File: config.mk
export PLATFORM = sky130hd
export DESIGN_NAME = layer_compositor
export DESIGN_NICKNAME = d
export VERILOG_FILES = /design/src/rtl/render_pkg.sv /design/src/rtl/layer_compositor_fade_scaler.sv /design/src/rtl/layer_compositor.sv
export SDC_FILE = /design/constraint.sdc
export NUM_CORES = 1
export LEC_CHECK = 0
export ABC_AREA = 1
export CAP_MARGIN = 20
export CELL_PAD_IN_SITES_DETAIL_PLACEMENT = 0
export CELL_PAD_IN_SITES_GLOBAL_PLACEMENT = 1
export CORE_ASPECT_RATIO = 1.4
export CORE_UTILIZATION = 34
export CTS_CLUSTER_SIZE = 12
export DETAILED_ROUTE_END_ITERATION = 6
export PLACE_DENSITY = 0.77
export SLEW_MARGIN = 0
export SYNTH_ARGS = -nofsm -noshare
export SYNTH_HDL_FRONTEND = slang
export SYNTH_HIERARCHICAL = 1
export SYNTH_SLANG_ARGS = --single-unit
File: constraint.sdc
create_clock -name clk_i -period 3.3 [get_ports clk_i]
set_clock_uncertainty 0.1 [all_clocks]
set_input_delay 0.66 -clock clk_i [delete_from_list [all_inputs] [get_ports clk_i]]
set_output_delay 0.66 -clock clk_i [all_outputs]
set_load 0.02 [all_outputs]
File: src/rtl/render_pkg.sv
// Shared types and constants for the layer compositor slice.
package render_pkg;

    typedef enum logic [1:0] {
        MENU     = 2'd0,
        PLAYING  = 2'd1,
        CONTINUE = 2'd2,
        FINAL    = 2'd3
    } mode_e;

    typedef enum logic [1:0] {
        SHOW     = 2'd0,
        FADE_OUT = 2'd1,
        FADE_IN  = 2'd2
    } fade_state_e;

    // Cycles from de_i/pixel inputs to rgb_o/de_o.
    localparam int unsigned LATENCY = 2;

    // Width of one colour channel in a packed {blue, green, red} pixel.
    function automatic int unsigned chan_bits(input int unsigned color_bits);
        return color_bits / 3;
    endfunction

endpackage

File: src/rtl/layer_compositor_fade_scaler.sv
// One colour channel scaled by the fade level, registered.
module fade_scaler #(
    parameter int unsigned CW        = 8,
    parameter int unsigned FADE_BITS = 4
) (
    input  logic                 clk_i,
    input  logic                 rst_i,
    input  logic [CW-1:0]        chan_i,
    input  logic [FADE_BITS:0]   lvl_i,
    output logic [CW-1:0]        chan_o
);

    localparam int unsigned PW = CW + FADE_BITS + 1;

    logic [PW-1:0] prod;
    logic [CW-1:0] chan_d;
    logic [CW-1:0] chan_q;
    logic          unused_bits;

    // Multiply-shift: full level (2**FADE_BITS) returns the channel unchanged.
    always_comb begin
        prod        = PW'(chan_i) * PW'(lvl_i);
        chan_d      = prod[FADE_BITS +: CW];
        unused_bits = ^{prod[PW-1], prod[FADE_BITS-1:0]};
    end

    // Output register forming the second pipeline stage.
    always_ff @(posedge clk_i) begin
        if (rst_i) begin
            chan_q <= '0;
        end else begin
            chan_q <= chan_d;
        end
    end

    assign chan_o = chan_q;

endmodule

File: src/rtl/layer_compositor.sv
// Priority/colour-key layer compositor with mode-change fade FSM and
// a two-stage pixel pipeline (select, then scale).
module layer_compositor
    import render_pkg::*;
#(
    parameter int unsigned              COLOR_BITS = 24,
    parameter int unsigned              NUM_LAYERS = 4,
    parameter logic [COLOR_BITS-1:0]    KEY_COLOR  = 24'h000000,
    parameter logic [COLOR_BITS-1:0]    BG_COLOR   = 24'hE0E0E0,
    parameter int unsigned              FADE_BITS  = 4
) (
    input  logic                             clk_i,
    input  logic                             rst_i,
    input  logic                             de_i,
    input  logic                             hsync_i,
    input  logic                             vsync_i,
    input  logic                             frame_start_i,
    input  logic [1:0]                       mode_i,
    input  logic [COLOR_BITS-1:0]            menu_rgb_i,
    input  logic [NUM_LAYERS*COLOR_BITS-1:0] layer_rgb_i,
    input  logic [NUM_LAYERS-1:0]            layer_en_i,
    output logic [COLOR_BITS-1:0]            rgb_o,
    output logic                             de_o,
    output logic                             hsync_o,
    output logic                             vsync_o,
    output logic                             busy_o
);

    localparam int unsigned        CW       = chan_bits(COLOR_BITS);
    localparam logic [FADE_BITS:0] LVL_FULL = {1'b1, {FADE_BITS{1'b0}}};
    localparam logic [FADE_BITS:0] LVL_ONE  = {{FADE_BITS{1'b0}}, 1'b1};

    fade_state_e            state_q;
    mode_e                  active_mode_q;
    mode_e                  target_q;
    mode_e                  mode_req;
    logic [FADE_BITS:0]     lvl_q;
    logic                   busy_q;

    logic [COLOR_BITS-1:0]  src_d;
    logic [COLOR_BITS-1:0]  src_q;
    logic [FADE_BITS:0]     lvl_s1_q;
    logic [1:0]             de_q;
    logic [1:0]             hs_q;
    logic [1:0]             vs_q;

    assign mode_req = mode_e'(mode_i);

    // Fade FSM: mode requests reach active_mode only at the dark point of a fade.
    always_ff @(posedge clk_i) begin
        if (rst_i) begin
            state_q       <= SHOW;
            active_mode_q <= MENU;
            target_q      <= MENU;
            lvl_q         <= LVL_FULL;
            busy_q        <= 1'b0;
        end else begin
            case (state_q)
                SHOW: begin
                    if (mode_req != active_mode_q) begin
                        target_q <= mode_req;
                        state_q  <= FADE_OUT;
                        busy_q   <= 1'b1;
                    end
                end
                FADE_OUT: begin
                    target_q <= mode_req;
                    if (frame_start_i) begin
                        if (lvl_q <= LVL_ONE) begin
                            lvl_q         <= '0;
                            active_mode_q <= target_q;
                            state_q       <= FADE_IN;
                        end else begin
                            lvl_q <= lvl_q - LVL_ONE;
                        end
                    end
                end
                FADE_IN: begin
                    if (mode_req != active_mode_q) begin
                        target_q <= mode_req;
                        state_q  <= FADE_OUT;
                    end else if (frame_start_i) begin
                        lvl_q <= lvl_q + LVL_ONE;
                        if (lvl_q + LVL_ONE == LVL_FULL) begin
                            state_q <= SHOW;
                            busy_q  <= 1'b0;
                        end
                    end
                end
                default: begin
                    state_q <= SHOW;
                    busy_q  <= 1'b0;
                end
            endcase
        end
    end

    // Source select; the scan runs high index to low so layer 0 wins last.
    always_comb begin
        src_d = '0;
        if (de_i) begin
            case (active_mode_q)
                MENU: src_d = menu_rgb_i;
                PLAYING: begin
                    src_d = BG_COLOR;
                    for (int unsigned k = NUM_LAYERS; k > 0; k--) begin
                        if (layer_en_i[k-1] &&
                            layer_rgb_i[(k-1)*COLOR_BITS +: COLOR_BITS] != KEY_COLOR) begin
                            src_d = layer_rgb_i[(k-1)*COLOR_BITS +: COLOR_BITS];
                        end
                    end
                end
                default: src_d = BG_COLOR;
            endcase
        end
    end

    // Stage 1: selected source and the level in force for it.
    always_ff @(posedge clk_i) begin
        if (rst_i) begin
            src_q    <= '0;
            lvl_s1_q <= '0;
        end else begin
            src_q    <= src_d;
            lvl_s1_q <= lvl_q;
        end
    end

    // Two-stage delay for sync and data-enable, matching the pixel path.
    always_ff @(posedge clk_i) begin
        if (rst_i) begin
            de_q <= '0;
            hs_q <= '0;
            vs_q <= '0;
        end else begin
            de_q <= {de_q[0], de_i};
            hs_q <= {hs_q[0], hsync_i};
            vs_q <= {vs_q[0], vsync_i};
        end
    end

    // Stage 2: per-channel scaling.
    for (genvar ch = 0; ch < 3; ch++) begin : g_chan
        fade_scaler #(
            .CW        (CW),
            .FADE_BITS (FADE_BITS)
        ) u_scaler (
            .clk_i  (clk_i),
            .rst_i  (rst_i),
            .chan_i (src_q[ch*CW +: CW]),
            .lvl_i  (lvl_s1_q),
            .chan_o (rgb_o[ch*CW +: CW])
        );
    end

    assign de_o    = de_q[1];
    assign hsync_o = hs_q[1];
    assign vsync_o = vs_q[1];
    assign busy_o  = busy_q;

endmodule

==> results_dict.tcl, run 1 <==
set metrics [dict create \
    critPathMaxFanout 8 \
    grt_start_max_net_pins 26 \
    area_delta_synth_final_pct 43.8 \
    ir_drop_uv 194 \
    tightest_slew_ns 0.627 \
    violations "setup timing" \
    ios 160 \
    mostFrequentLayoutCells "294 x nand2_1, 219 x inv_1, 159 x clkdlybuf4s50_1, 108 x nor2_1, 72 x buf_4" \
    slew_viol_final 0 \
    pre_cts_ws_ns -0.193 \
    hold_path_class "flip-flop to flip-flop" \
    reg2reg_depth 15 \
    p_total_uw 2700 \
    muxShareOfSynthArea_pct 0 \
    cp.arrival_ns 3.48 \
    dieWidth_um 131 \
    critPathMaxStageDelay_ns 0.53 \
    gp_congestion 0.911 \
    drv_cap 0 \
    via_count 7921 \
    hp-start "hs_q[0]" \
    rrSetupSlack_ns -0.04 \
    portBuffers 159 \
    clk_pin_slew_ns 0.06 \
    p_per_area_nw_per_um2 238 \
    crit_required_ns 3.44 \
    synth.yosys.seq_area_share_pct 18.0 \
    post_synth_num_cell_types 39 \
    cts_max_level 3 \
    cts_buffers 9 \
    clockRootBuffer "clkbuf_16" \
    r2r-start "lvl_s1_q[2]" \
    crit_type "flip-flop to flip-flop" \
    holdPathStages 2 \
    ctsHoldBuffers 0 \
    synthAdderAreaFrac_pct 21.3 \
    synth.yosys.warnings 6 \
    drc_errors 0 \
    crit_chain "buf_6 > buf_16 > nand2_4 > fa_1 > fa_2 > fa_1 > inv_2 > ha_4 > nand2_2 > nor2_2 > nand3_1 > nand4_1 > nand2_1 > nand2_1 > nor2_1" \
    cts_buffer_depth 2 \
    first_pass_iters 5 \
    syn_nets 1446 \
    rows 65 \
    hpwl_um 18900 \
    worst_path_max_delay_cell "fa_1" \
    fillerInstances 2301 \
    setup_viol 1 \
    fin_ws_ns -0.0385 \
    gr-total-overflow 0 \
    grt_use_total_pct 20.6 \
    antenna_cells 0 \
    synth_xor_area_share_pct 1.76 \
    ant_nets 0 \
    hold_end "hs_q[1]" \
    synth_top_family_by_area "simple AND/OR/NAND/NOR gates" \
    wl_per_cell_um 13.3 \
    end_kind "flip-flop" \
    fin_util_pct 50.1 \
    vias_per_cell 4.55 \
    insertion_delay_ns 0.35 \
    final_common_cell "nand2_1" \
    clock.fmax_mhz 300 \
    syn_avg_cell_area_um2 6.51 \
    grt_pass1_wl_um 38200 \
    drtIter0Drc 255 \
    drive_gt1_share_pct 21.7 \
    rsz0062_at_grt "yes" \
    fin_nets 1672 \
    timing.hold.ws_ns 0.302 \
    numClockSinks 71 \
    finalCriticalPeriod_ns 3.34 \
    leakagePower_uw 0.00599 \
    ys_ff_latch 71 \
    hold_viol 0 \
    coreArea_um2 22600 \
    synthCells 1209 \
    synth_compound_area_share_pct 11.0 \
    yosys.area_share.simple_pct 32.8 \
    period_share_pct 101 \
    synth.cell_area_um2 7880 \
    status "complete, but fails checks" \
    grt_pass1_vias 8071 \
    r2r_end "g_chan[2].u_scaler/chan_o[7]" \
    initial_utilization_pct 34.8 \
    relSlewSlack_pct 58.2 \
    dp.cells 1714 \
    cts_tree "done" \
    grt_antenna_before_repair 0 \
    fin_cells 1741 \
    crit_path_start_kind "flip-flop" \
    routed_wirelength_um 23200 \
    dieArea_um2 23800 \
    die_h_um 182 \
]
stage by stage:
step,cell area [um^2],TNS [ns]
after floorplan,7910,-0.0102
after global placement,10300,-1.46
after detailed placement,10300,-2.24
after CTS,11100,-0.0737
after global routing,11300,-1.61
final,11300,-0.0385
state kept, by name (all words and copies together) (netlist names):
name / flops
target_q: 2
vs_q: 2
hs_q: 2
lvl_s1_q: 5
state_q: 2
src_q: 24
g_chan.u_scaler/chan_o: 24
active_mode_q: 2
busy_o: 1
lvl_q: 5
de_q: 2
layer usage:
metal  vias to the layer above  wire, um  GRT usage (%)
met5                         -         0              0
met4                         0       785           9.20
met3                        36      1160           3.69
met2                       198     12100           37.8
met1                      3554      9190           22.4
li1                       4133         -              -
critical path, delay by kind of cell (launching register included):
| family | cells | cell delay (ns) |
|---|---|---|
| fa+ha+maj | 4 | 1.82 |
| buf+inv | 3 | 0.30 |
| simple gates | 8 | 0.61 |
| flops | 1 | 0.40 |
cells in the mapped netlist:
library cell,n,area (um^2)
a211oi_2,1,12.5
a21oi_1,68,340
a21oi_2,16,140
buf_2,12,60.1
buf_4,3,22.5
buf_6,7,78.8
clkbuf_1,11,41.3
clkinv_1,8,30.0
dfxtp_1,71,1420
fa_1,48,961
ha_1,57,713
inv_1,249,935
inv_2,6,22.5
inv_4,1,6.26
nand2_1,312,1170
nand2_2,33,206
nand2_4,2,22.5
nand3_1,53,265
nand3_2,17,170
nand3_4,1,17.5
nand3b_1,16,120
nand4_1,3,18.8
nor2_1,114,428
nor2_2,6,37.5
nor2_4,2,22.5
nor3_1,6,30.0
nor3_2,1,10.0
nor3_4,3,48.8
o211ai_1,7,52.6
o21a_1,6,45.0
o21ai_0,42,210
o21ai_1,5,25.0
o21ai_2,1,8.76
o21bai_1,3,22.5
o22ai_1,1,6.26
or2_2,2,12.5
xnor2_1,4,35.0
xor2_1,10,87.6
xor2_2,1,16.3
power by group:
part | internal (uW) | leakage (uW) | switching [uW] | total (uW)
registers | 902 | 0.000583 | 42.3 | 944
clock network | 523 | 0.000135 | 418 | 941
logic | 405 | 0.00527 | 405 | 810
total | 1830 | 0.00599 | 866 | 2700
final cells by class:
class                           count  area [um^2]  share of cell area [%]
Tap cell                          301          377                    3.33
Clock inverter                      7         61.3                   0.541
Multi-Input combinational cell    841         5820                    51.4
Sequential cell                    71         1430                    12.6
Inverter                          264          993                    8.77
Clock buffer                        9          225                    1.99
Timing Repair Buffer              248         2420                    21.3
cells by family after synthesis:
logic type | Yosys count
and+or+nand+nor | 571
DFF | 71
buffers and inverters | 297
adders and majority gates | 105
xor gates and xnor gates | 15
AOI/OAI and AO/OA | 150
what timing repair did:
action	CTS	global route
gates cloned	3	0
buffers inserted	7	1
gates resized for setup	87	60
pin swaps	74	30
setup endpoints to repair	21	21
worst max path at each step:
stage | startpoint | end | slack (ns) | depth (start not counted)
6_report | lvl_s1_q[2] | g_chan[2].u_scaler/chan_o[7] | -0.04 | 15
5_1_grt | lvl_s1_q[2] | g_chan[0].u_scaler/chan_o[4] | -0.16 | 17
4_1_cts | lvl_s1_q[2] | g_chan[2].u_scaler/chan_o[7] | -0.03 | 15
3_5_place_dp | lvl_s1_q[4] | g_chan[2].u_scaler/chan_o[7] | -0.19 | 16
3_3_place_gp | lvl_s1_q[4] | g_chan[0].u_scaler/chan_o[7] | -0.15 | 16
2_1_floorplan | lvl_s1_q[4] | g_chan[2].u_scaler/chan_o[6] | -0.01 | 15
Power figures use the tool's default switching activity.
==> inputs of run 2 (changes only) <==
--- a/config.mk
+++ b/config.mk
@@ -13,6 +13,7 @@
 export CORE_UTILIZATION = 34
 export CTS_CLUSTER_SIZE = 12
 export DETAILED_ROUTE_END_ITERATION = 6
+export GPL_TIMING_DRIVEN = 0
 export PLACE_DENSITY = 0.77
 export SLEW_MARGIN = 0
 export SYNTH_ARGS = -nofsm -noshare
==> results_dict.tcl, run 2 (same netlist as run 1, synthesis figures left out) <==
set metrics [dict create \
    portBuffers 158 \
    crit_chain "clkbuf_8 > nand2_1 > inv_2 > fa_2 > fa_1 > inv_1 > fa_1 > inv_1 > ha_4 > nand2_4 > nor2_2 > nand3_1 > nand4_1 > nand2_1 > nand2_1 > nor2_1" \
    ant_nets 0 \
    setup_viol 6 \
    slew_viol_final 0 \
    cts_tree "done" \
    end_kind "flip-flop" \
    mostFrequentLayoutCells "295 x nand2_1, 223 x inv_1, 158 x clkdlybuf4s50_1, 109 x nor2_1, 65 x dfxtp_1" \
    antenna_cells 0 \
    clk_pin_slew_ns 0.06 \
    wl_met3_um 1150 \
    relSlewSlack_pct 46.3 \
    vias_per_cell 4.55 \
    grt_pass1_vias 7711 \
    tightest_slew_ns 0.805 \
    insertion_delay_ns 0.35 \
    clockRootBuffer "clkbuf_16" \
    drv_cap 0 \
    first_pass_iters 5 \
    grt_pass1_wl_um 38200 \
    highest_layer "met4" \
    cts_buffer_depth 2 \
    cp.arrival_ns 3.52 \
    ir_drop_uv 178 \
    hold_path_class "flip-flop to flip-flop" \
    via_count 7807 \
    finalCriticalPeriod_ns 3.37 \
    grt_use_total_pct 20.8 \
    crit_top_cell "nand2_1" \
    cts_buffers 9 \
    grt_antenna_before_repair 0 \
    die_h_um 182 \
    drc_errors 0 \
    crit_type "flip-flop to flip-flop" \
    gp_congestion 0.903 \
    dieArea_um2 23800 \
    wl_per_cell_um 13.8 \
    ctsHoldBuffers 0 \
    fin_util_pct 48.8 \
    clock.fmax_mhz 297 \
    dieWidth_um 131 \
    hpwl_um 19400 \
    status "complete, but fails checks" \
    critPathMaxFanout 6 \
    wl_met1_um 9190 \
    dr_wl_met2_um 12700 \
    timing.hold.ws_ns 0.304 \
    p_per_area_nw_per_um2 246 \
    drive_gt1_share_pct 19.4 \
    fin_ws_ns -0.0705 \
    coreArea_um2 22600 \
    fin_nets 1648 \
    numClockSinks 71 \
    routed_wirelength_um 23700 \
    drtIter0Drc 240 \
    grt_start_max_net_pins 22 \
    violations "setup timing" \
    critPathMaxStageDelay_ns 0.52 \
    crit_required_ns 3.45 \
    cts_max_level 3 \
    gr-total-overflow 0 \
    rows 65 \
    hold_viol 0 \
    initial_utilization_pct 34.8 \
    crit_path_start_kind "flip-flop" \
    worst_path_max_delay_cell "fa_1" \
    ios 160 \
    final_common_cell "nand2_1" \
    area_delta_synth_final_pct 40.2 \
    period_share_pct 102 \
    rsz0062_at_grt "yes" \
    leakagePower_uw 0.00588 \
]
-- run 2: metrics by stage --
stage	cells	instance area [um^2]	setup TNS [ns]	total power (uW)	setup WS [ns]
6_report	1717	11000	-0.216	2720	-0.0705
4_1_cts	1707	10700	-0.218	2730	-0.0703
3_3_place_gp	1668	9870	-4.46	1660	-0.356
3_5_place_dp	1668	9870	-4.79	1660	-0.366
2_1_floorplan	1209	7910	-0.0102	1340	-0.0102
5_1_grt	1717	11000	-2.27	2880	-0.215
-- run 2: cell type report --
| cell class | count | area, um^2 |
|---|---|---|
| Buffer | 33 | 288 |
| Clock buffer | 10 | 229 |
| Clock inverter | 6 | 70.1 |
| Fill cell | 2341 | 11600 |
| Inverter | 264 | 993 |
| Multi-Input combinational cell | 841 | 5790 |
| Sequential cell | 71 | 1440 |
| Tap cell | 301 | 377 |
| Timing Repair Buffer | 191 | 1860 |
-- run 2: timing repair --
item / CTS / global route
pin swaps: 68 / 54
resized for setup: 95 / 73
setup buffers: 23 / 10
endpoints found under the setup margin: 21 / 21
-- run 2: final timing paths --
| kind | from | end | slack (ns) | cells past startpoint |
|---|---|---|---|---|
| hold reg to reg | hs_q[0] | hs_q[1] | 0.30 | 2 |
| hold / removal | hs_q[0] | hs_q[1] | 0.30 | 2 |
| setup / recovery | lvl_s1_q[2] | g_chan[1].u_scaler/chan_o[7] | -0.07 | 16 |
| setup reg to reg | lvl_s1_q[2] | g_chan[1].u_scaler/chan_o[7] | -0.07 | 16 |
-- run 2: routing by layer --
layer	track usage, %	up-vias
met3	3.96	45
li1	-	4075
met5	0	-
met4	8.37	0
met2	39.9	186
met1	21.6	3501
-- run 2: worst max-delay path: cells and delay by family, from the launching register on --
kind | cells | cell delay [ns]
DFF | 1 | 0.37
adders and majority gates | 4 | 1.79
and+or+nand+nor | 8 | 0.69
buffers and inverters | 4 | 0.31
-- run 2: power by group --
part | total [uW] | leakage (uW) | switching, uW | internal (uW)
Clock | 995 | 0.000135 | 406 | 589
Sequential | 961 | 0.000584 | 58.3 | 903
Combinational | 760 | 0.00516 | 389 | 372
==> inputs of run 3 (changes only) <==
--- a/config.mk
+++ b/config.mk
@@ -6,7 +6,6 @@
 export NUM_CORES = 1
 export LEC_CHECK = 0
 export ABC_AREA = 1
-export CAP_MARGIN = 20
 export CELL_PAD_IN_SITES_DETAIL_PLACEMENT = 0
 export CELL_PAD_IN_SITES_GLOBAL_PLACEMENT = 1
 export CORE_ASPECT_RATIO = 1.4
@@ -14,7 +13,7 @@
 export CTS_CLUSTER_SIZE = 12
 export DETAILED_ROUTE_END_ITERATION = 6
 export GPL_TIMING_DRIVEN = 0
-export PLACE_DENSITY = 0.77
+export PLACE_DENSITY = 0.85
 export SLEW_MARGIN = 0
 export SYNTH_ARGS = -nofsm -noshare
 export SYNTH_HDL_FRONTEND = slang
==> results_dict.tcl, run 3 (same netlist as run 1, synthesis figures left out) <==
set metrics [dict create \
    status "complete, but fails checks" \
    violations "setup timing" \
    dieWidth_um 131 \
    grt_use_total_pct 20.9 \
    vias_per_cell 4.57 \
    die_h_um 182 \
    final_common_cell "nand2_1" \
    dieArea_um2 23800 \
    drv_cap 0 \
    slew_viol_final 0 \
    cts_tree "done" \
    drive_gt1_share_pct 22.0 \
    cts_buffers 9 \
    fin_nets 1649 \
    rsz0062_at_grt "yes" \
    via_count 7846 \
    portBuffers 158 \
    period_share_pct 102 \
    crit_type "flip-flop to flip-flop" \
    drtIter0Drc 253 \
    crit_path_start_kind "flip-flop" \
    p_per_area_nw_per_um2 239 \
    ir_drop_uv 200 \
    crit_family "adder cells" \
    relSlewSlack_pct 43.4 \
    r2r_end "g_chan[1].u_scaler/chan_o[7]" \
    hold_end "vs_q[1]" \
    fin_ws_ns -0.0555 \
    mostFrequentLayoutCells "279 x nand2_1, 206 x inv_1, 158 x clkdlybuf4s50_1, 109 x nor2_1, 66 x dfxtp_1" \
    grt_start_max_net_pins 22 \
    area_delta_synth_final_pct 41.8 \
    cp.arrival_ns 3.50 \
    gp_congestion 0.909 \
    rows 65 \
    hpwl_um 19500 \
    reg2reg_depth 16 \
    critPathMaxStageDelay_ns 0.51 \
    leakagePower_uw 0.00594 \
    rrSetupSlack_ns -0.06 \
    grt_antenna_before_repair 0 \
    p_total_uw 2670 \
    finalCriticalPeriod_ns 3.36 \
    clock.fmax_mhz 298 \
    crit_chain "buf_6 > nand2_4 > inv_2 > fa_1 > fa_1 > inv_2 > fa_1 > inv_2 > ha_4 > nand2_4 > nor3_4 > nand3_2 > nand4_1 > nand2_1 > nand2_1 > nor2_1" \
    antenna_cells 0 \
    drc_errors 0 \
    numClockSinks 71 \
    worst_path_max_delay_cell "fa_1" \
    crit_buf_inv 4 \
    grt_pass1_vias 8076 \
    insertion_delay_ns 0.35 \
    clockRootBuffer "clkbuf_16" \
    coreArea_um2 22600 \
    grt_pass1_wl_um 38700 \
    fin_util_pct 49.4 \
    critPathMaxFanout 5 \
    hold_path_class "flip-flop to flip-flop" \
    wl_per_cell_um 13.9 \
    r2r-start "lvl_s1_q[4]" \
    end_kind "flip-flop" \
    gr-total-overflow 0 \
    hold_viol 0 \
    holdPathStages 2 \
    clk_pin_slew_ns 0.06 \
    tightest_slew_ns 0.848 \
    initial_utilization_pct 34.8 \
    ant_nets 0 \
    crit_required_ns 3.44 \
    first_pass_iters 5 \
    cts_max_level 3 \
    hp-start "vs_q[0]" \
    cts_buffer_depth 2 \
    routed_wirelength_um 23900 \
    setup_viol 5 \
    ios 160 \
]
## run 3: tightest hold or removal path: stages (launching register included)
cell and delay [ns]:
dfxtp_1 0.30, inv_1 0.04, nor2_1 0.03
## run 3: final cells by class
| cell class | instances | area, um^2 |
|---|---|---|
| clock buffer | 9 | 225 |
| tap | 301 | 377 |
| inverter | 264 | 996 |
| timing repair buffer | 192 | 1860 |
| sequential | 71 | 1440 |
| clock inverter | 7 | 55.1 |
| buffer | 33 | 293 |
| fill | 2300 | 11400 |
| multi-input combinational | 841 | 5930 |
## run 3: metrics by stage
stage	hold WS, ns	setup TNS [ns]	std cells	worst slack (ns)	area, um^2
finish	0.305	-0.200	1718	-0.0555	11200
CTS	0.306	-0.115	1703	-0.0544	10700
detailed placement	0.296	-4.96	1668	-0.387	9870
floorplan	0.288	-0.0102	1209	-0.0102	7910
global route	0.320	-2.04	1718	-0.220	11200
global placement	0.290	-4.49	1668	-0.368	9870
## run 3: power by group
group	leakage, uW	switching, uW	total, uW	internal [uW]
Sequential	0.000584	60.0	962	902
Combinational	0.00523	401	779	378
Clock	0.000133	414	930	516
## run 3: per-layer routing
layer	vias to the layer above	wire length, um	track usage (%)
met2	193	12400	38.5
met4	0	983	9.89
met3	51	1410	5.28
met1	3529	9090	21.7
li1	4073	-	-
met5	-	0	0
## run 3: worst max-delay path by stage
stage	from	end	slack, ns	depth (start not counted)
floorplan	lvl_s1_q[4]	g_chan[2].u_scaler/chan_o[6]	-0.01	15
global placement	lvl_s1_q[4]	g_chan[1].u_scaler/chan_o[3]	-0.37	12
detailed placement	lvl_s1_q[3]	g_chan[1].u_scaler/chan_o[3]	-0.39	12
CTS	lvl_s1_q[2]	g_chan[1].u_scaler/chan_o[7]	-0.05	16
global route	src_q[11]	g_chan[1].u_scaler/chan_o[3]	-0.22	13
finish	lvl_s1_q[4]	g_chan[1].u_scaler/chan_o[7]	-0.06	16
## run 3: what timing repair did
item                                    CTS  global route
pin swaps                                54            79
buffers inserted                         19            16
resized for setup                        92           125
endpoints found under the setup margin   21            21
hold buffers                              0             0
